<file path="src/rtl/avalon_draw_queue.sv">
// Avalon-MM sprite draw queue: buffers (img_id, x, y) commands in a FIFO, issues them one at a
// time to the graphics accelerator over start/done, and tracks frame events for the CPU.
module avalon_draw_queue #(
  parameter int DEPTH    = 16,
  parameter int IMG_ID_W = 8,
  parameter int COORD_W  = 10,
  parameter int CNT_W    = 8
) (
  input  logic                Clk,
  input  logic                RESET,
  input  logic                AVL_READ,
  input  logic                AVL_WRITE,
  input  logic                AVL_CS,
  input  logic [3:0]          AVL_BYTE_EN,
  input  logic [2:0]          AVL_ADDR,
  input  logic [31:0]         AVL_WRITEDATA,
  output logic [31:0]         AVL_READDATA,
  output logic                GFX_START,
  output logic [IMG_ID_W-1:0] GFX_IMG_ID,
  output logic [COORD_W-1:0]  GFX_X,
  output logic [COORD_W-1:0]  GFX_Y,
  input  logic                GFX_DONE,
  input  logic                FRAME_PULSE,
  output logic                IRQ
);

  localparam int AW    = $clog2(DEPTH);
  localparam int CMD_W = IMG_ID_W + 2 * COORD_W;

  typedef enum logic [1:0] {S_IDLE, S_ISSUE, S_RELEASE} state_t;

  state_t               r_state, w_next;
  logic [IMG_ID_W-1:0]  r_stage_id, r_gfx_id;
  logic [COORD_W-1:0]   r_stage_x, r_stage_y, r_gfx_x, r_gfx_y;
  logic                 r_enable, r_irq_en, r_overflow, r_pending, r_frame_d;
  logic [CNT_W-1:0]     r_missed;
  logic [CMD_W-1:0]     r_mem [DEPTH];
  logic [AW-1:0]        r_wr_ptr, r_rd_ptr;
  logic [AW:0]          r_count;
  logic [31:0]          r_readdata;

  logic        w_wr, w_push, w_push_ok, w_pop, w_flush, w_ovf_clr, w_ack;
  logic        w_empty, w_full, w_busy, w_frame_edge;
  logic [31:0] w_wmask, w_rdata, w_status;
  logic [7:0]  w_count8;

  function automatic logic [31:0] f_merge(input logic [31:0] old_v, input logic [31:0] new_v,
                                          input logic [31:0] mask);
    return (old_v & ~mask) | (new_v & mask);
  endfunction

  assign w_wr      = AVL_CS & AVL_WRITE;
  assign w_wmask   = {{8{AVL_BYTE_EN[3]}}, {8{AVL_BYTE_EN[2]}}, {8{AVL_BYTE_EN[1]}}, {8{AVL_BYTE_EN[0]}}};
  assign w_push    = w_wr && (AVL_ADDR == 3'd3);
  assign w_flush   = w_wr && (AVL_ADDR == 3'd6) && AVL_BYTE_EN[0] && AVL_WRITEDATA[1];
  assign w_ovf_clr = w_wr && (AVL_ADDR == 3'd4) && AVL_WRITEDATA[4];
  assign w_ack     = w_wr && (AVL_ADDR == 3'd5) && AVL_WRITEDATA[0];
  assign w_empty   = (r_count == '0);
  assign w_full    = (r_count == (AW+1)'(DEPTH));
  assign w_pop     = (r_state == S_IDLE) && r_enable && !w_empty;
  // A push at full is still accepted when the issuer frees the head slot in the same cycle.
  assign w_push_ok = w_push && !w_flush && (!w_full || w_pop);

  always_ff @(posedge Clk or posedge RESET) begin
    if (RESET) begin
      r_stage_id <= '0;
      r_stage_x  <= '0;
      r_stage_y  <= '0;
      r_enable   <= 1'b0;
      r_irq_en   <= 1'b0;
    end else if (w_wr) begin
      case (AVL_ADDR)
        3'd0: r_stage_id <= IMG_ID_W'(f_merge(32'(r_stage_id), AVL_WRITEDATA, w_wmask));
        3'd1: r_stage_x  <= COORD_W'(f_merge(32'(r_stage_x), AVL_WRITEDATA, w_wmask));
        3'd2: r_stage_y  <= COORD_W'(f_merge(32'(r_stage_y), AVL_WRITEDATA, w_wmask));
        3'd6: if (AVL_BYTE_EN[0]) begin
          r_enable <= AVL_WRITEDATA[0];
          r_irq_en <= AVL_WRITEDATA[2];
        end
        default: ;
      endcase
    end
  end

  always_ff @(posedge Clk) begin
    if (w_push_ok) r_mem[r_wr_ptr] <= {r_stage_id, r_stage_x, r_stage_y};
  end

  always_ff @(posedge Clk or posedge RESET) begin
    if (RESET) begin
      r_wr_ptr   <= '0;
      r_rd_ptr   <= '0;
      r_count    <= '0;
      r_overflow <= 1'b0;
    end else begin
      if (w_flush) begin
        r_wr_ptr <= '0;
        r_rd_ptr <= '0;
        r_count  <= '0;
      end else begin
        if (w_push_ok) r_wr_ptr <= r_wr_ptr + 1'b1;
        if (w_pop)     r_rd_ptr <= r_rd_ptr + 1'b1;
        case ({w_push_ok, w_pop})
          2'b10:   r_count <= r_count + 1'b1;
          2'b01:   r_count <= r_count - 1'b1;
          default: ;
        endcase
      end
      if (w_push && !w_flush && w_full && !w_pop) r_overflow <= 1'b1;
      else if (w_ovf_clr)                         r_overflow <= 1'b0;
    end
  end

  always_ff @(posedge Clk or posedge RESET) begin
    if (RESET) begin
      r_gfx_id <= '0;
      r_gfx_x  <= '0;
      r_gfx_y  <= '0;
    end else if (w_pop) begin
      {r_gfx_id, r_gfx_x, r_gfx_y} <= r_mem[r_rd_ptr];
    end
  end

  always_ff @(posedge Clk or posedge RESET) begin
    if (RESET) r_state <= S_IDLE;
    else       r_state <= w_next;
  end

  always_comb begin
    w_next = r_state;
    case (r_state)
      S_IDLE:    if (w_pop)     w_next = S_ISSUE;
      S_ISSUE:   if (GFX_DONE)  w_next = S_RELEASE;
      S_RELEASE: if (!GFX_DONE) w_next = S_IDLE;
      default:                  w_next = S_IDLE;
    endcase
  end

  always_comb begin
    GFX_START = (r_state == S_ISSUE);
    w_busy    = (r_state != S_IDLE);
  end

  assign w_frame_edge = FRAME_PULSE & ~r_frame_d;

  always_ff @(posedge Clk or posedge RESET) begin
    if (RESET) begin
      r_frame_d <= 1'b0;
      r_pending <= 1'b0;
      r_missed  <= '0;
    end else begin
      r_frame_d <= FRAME_PULSE;
      if (w_ack) begin
        r_pending <= w_frame_edge;
        r_missed  <= '0;
      end else if (w_frame_edge) begin
        if (r_pending && (r_missed != '1)) r_missed <= r_missed + 1'b1;
        r_pending <= 1'b1;
      end
    end
  end

  assign w_count8 = 8'(r_count);
  assign w_status = 32'({w_count8, 3'b000, r_overflow, r_pending, w_full, w_empty, w_busy});

  always_comb begin
    w_rdata = '0;
    case (AVL_ADDR)
      3'd0:    w_rdata = 32'(r_stage_id);
      3'd1:    w_rdata = 32'(r_stage_x);
      3'd2:    w_rdata = 32'(r_stage_y);
      3'd4:    w_rdata = w_status;
      3'd6:    w_rdata = {29'd0, r_irq_en, 1'b0, r_enable};
      3'd7:    w_rdata = 32'(r_missed);
      default: w_rdata = '0;
    endcase
  end

  always_ff @(posedge Clk or posedge RESET) begin
    if (RESET) r_readdata <= '0;
    else       r_readdata <= (AVL_CS && AVL_READ) ? w_rdata : '0;
  end

  assign AVL_READDATA = r_readdata;
  assign GFX_IMG_ID   = r_gfx_id;
  assign GFX_X        = r_gfx_x;
  assign GFX_Y        = r_gfx_y;
  assign IRQ          = r_pending & r_irq_en;

endmodule

</file>
<file path="config.mk">
export PLATFORM = sky130hd
export DESIGN_NAME = avalon_draw_queue
export DESIGN_NICKNAME = d
export VERILOG_FILES = /design/src/rtl/avalon_draw_queue.sv
export SDC_FILE = /design/constraint.sdc
export NUM_CORES = 1
export LEC_CHECK = 0
export CAP_MARGIN = 30
export CORE_MARGIN = 4
export CORE_UTILIZATION = 55
export CTS_CLUSTER_DIAMETER = 60
export CTS_CLUSTER_SIZE = 25
export DETAILED_ROUTE_END_ITERATION = 8
export DONT_BUFFER_PORTS = 1
export PLACE_DENSITY = 0.8
export SLEW_MARGIN = 0
export SYNTH_ARGS = -nofsm -noshare
export SYNTH_HDL_FRONTEND = slang
export SYNTH_SLANG_ARGS = --single-unit
</file>
<file path="constraint.sdc">
create_clock -name Clk -period 11.6 [get_ports Clk]
set_input_delay 2.32 -clock Clk [delete_from_list [all_inputs] [get_ports Clk]]
set_output_delay 2.32 -clock Clk [all_outputs]
set_load 0.01 [all_outputs]
</file>
==> flow_summary.ini <==
[yosys]
yosysSeqAreaShare = 0.7367
yosys_warnings = 0
synth_common_cells = 448 x edfxtp_1, 112 x mux4_2, 97 x dfrtp_1
syn_area_per_cell_sq_um = 19.45
synth_area_leader_cell = edfxtp_1
ys_seq_elements = 545
ys_async_sr_fraction = 0.1780
ys_types = 63
synth_most_common_cell = edfxtp_1
syn_inst = 1108
syn_area_sq_um = 21560
synth_edf_count = 448
synth_top_area_share = 0.6241
yosys-top-cells-area = edfxtp_1 62%, mux4_2 12%, dfrtp_1 11%
synthFlopType = edfxtp_1

[hold_path]
worstHoldPathType = reg -> reg
whs_path_depth = 2
hold-path-endpoint = r_overflow
hp-start = r_overflow

[sta]
tightestPinTransition_ns = 1.002
maxSlewHeadroom = 0.3318
rsz0062_at_grt = no
drv_slew = 0
setup_violations = 0
hold_viol = 0
setup_tns_ns = 0
timing.final.crit_share = 0.3820
timing.fmax_mhz = 225.7
timing.hold.ws_ns = 0.5064
finalCriticalPeriod_ns = 4.431
skew_ns = 0.01721

[drt]
drt-initial-drc-count = 1127
viasPerCell = 6.352
num_vias = 10510
drt_wl_total_um = 45230
drc_errors = 0
wl_per_cell_um = 27.33
firstDrtPassIters = 5
ant_nets = 0

[placement]
numPortBuffers = 0
dp_hpwl_um = 26080
gp_congestion = 0.8479

[layout]
multi_input_area_sq_um = 5374
ff_latch_area_sq_um = 15890
fin_nets = 1170
syn_to_final_growth_pct = 8.289
fill_cells = 2657
n_antenna_cell = 0
drive_gt1_frac = 0.2243
final_util = 0.6026

[critical_path]
critPathRequiredTime_ns = 11.81
timing.rr.start = r_state[0]
crit_type = in -> reg
rr_endpoint = r_mem[13][2]
cp.arrival_ns = 4.64
crit_fanout = 28
setup.worst_path.start_class = input pin
endpoint_kind = flip-flop
ff2ff_path_depth = 5
ff2ff_setup_slack_ns = 8.39

[floorplanning]
boundaryPins = 108
die-height_um = 206.0
rows = 72
die_area_sq_um = 42420
core-area_sq_um = 38740
die_w_um = 206.0
initial_utilization = 0.5565

[grt]
use_met2 = 0.3417
antenna_found_initial = 0
grt_pass1_wl_um = 68430
grt_overflow_total = 0
track_usage = 0.2152
grt_pass1_vias = 10880
use_met1 = 0.3191
grt_max_degree = 70
use_met3 = 0.04048
busiest_layer = met2

[clock_network]
clk_pin_slew_ns = 0.09
clkSinkCount = 545
cts-resized-gates = 0
cts_htree_levels = 1
hold_buffers = 0
cts_tree = yes
cts_buffer_depth = 3
cts_buffers = 30
root_buffer = clkbuf_16
post-cts-setup-buffer-count = 0
clk_latency_ns = 0.58

[power_and_ir_drop]
power_density_nw_per_um2 = 210.2
peakVddDrop_v = 0.0001795
p_leak_nw = 7.889

[run]
cap_violations = 0

[run_status]
status = complete, no violations
[per-layer routing]
layer | up-vias | part of all wire
li1 | 4436 | -
met1 | 5502 | 0.40
met3 | 65 | 0.087
met2 | 510 | 0.49
met5 | - | 0
met4 | 0 | 0.021
[worst max path at each step]
stage / cells after the start / end / startpoint
after floorplan: 4 / r_mem[0][0] / AVL_ADDR[2]
after global routing: 5 / r_mem[5][14] / AVL_ADDR[2]
after global placement: 4 / r_mem[12][1] / AVL_ADDR[2]
after detailed placement: 5 / r_mem[4][21] / AVL_ADDR[2]
after CTS: 5 / r_mem[4][12] / AVL_ADDR[2]
final: 5 / r_mem[5][9] / AVL_ADDR[2]
[kinds of logic after synthesis]
group	share of synthesized area
other	0.0001740
multiplexers	0.1630
AO/OA/AOI/OAI	0.03105
XOR/XNOR	0.004469
flip-flops	0.7367
AND/OR/NAND/NOR	0.03663
adder cells (fa/ha/maj)	0.006733
buffers and inverters	0.02119
[layout by cell type, fill, tap and decap left out, types with 5 or more instances in the layout]
cell type	n
or3_1	5
dfrtp_1	94
inv_1	12
nand2b_1	5
nor3_1	5
buf_4	20
a21oi_1	13
nor2_1	32
mux2i_1	62
clkbuf_16	31
a22o_1	5
nand2_1	57
nor3_2	5
clkbuf_1	5
ha_1	10
xor2_1	6
mux4_2	112
mux2_2	33
edfxtp_1	448
nor2b_1	7
xnor2_1	5
conb_1	19
o21ai_0	11
nand3_1	11
buf_12	5
and2_1	5
o221ai_1	26
[cell type report]
| type | instances | share of cell area |
|---|---|---|
| Timing Repair Buffer | 27 | 0.01308 |
| Tap cell | 518 | 0.02777 |
| Clock buffer | 37 | 0.03463 |
| Multi-Input combinational cell | 496 | 0.2302 |
| Inverter | 13 | 0.002198 |
| Clock inverter | 19 | 0.01131 |
| Sequential cell | 545 | 0.6808 |
[power breakdown]
group / total (mW) / internal [mW] / switching, mW
logic: 1.06 / 0.557 / 0.502
registers: 2.61 / 2.30 / 0.305
clock network: 1.24 / 0.607 / 0.633
total: 4.91 / 3.46 / 1.44
[registers in the layout (all words and copies together), names as in the netlist, named ones only]
register      cells
r_mem           448
AVL_READDATA     13
GFX_X            10
GFX_Y            10
GFX_IMG_ID        8
r_missed          8
r_count           5
r_rd_ptr          4
r_wr_ptr          4
r_state           2
r_enable          1
r_frame_d         1
r_irq_en          1
r_overflow        1
r_pending         1
[critical path: stages]
cell and delay (ns):
nand3b_1 0.17, nor2_1 0.36, nand2_1 0.39, nor3b_1 0.48, and2_2 0.88
[through the flow]
step	area, sq um	power (mW)	setup slack (ns)	cells
after global routing	23340	5.123	7.059	1655
after global placement	22120	3.660	6.737	1592
after CTS	23290	4.927	7.180	1653
after floorplan	21620	3.406	5.445	1126
after detailed placement	22220	3.701	6.583	1597
final	23340	4.906	7.169	1655
Power figures use the tool's default switching activity.
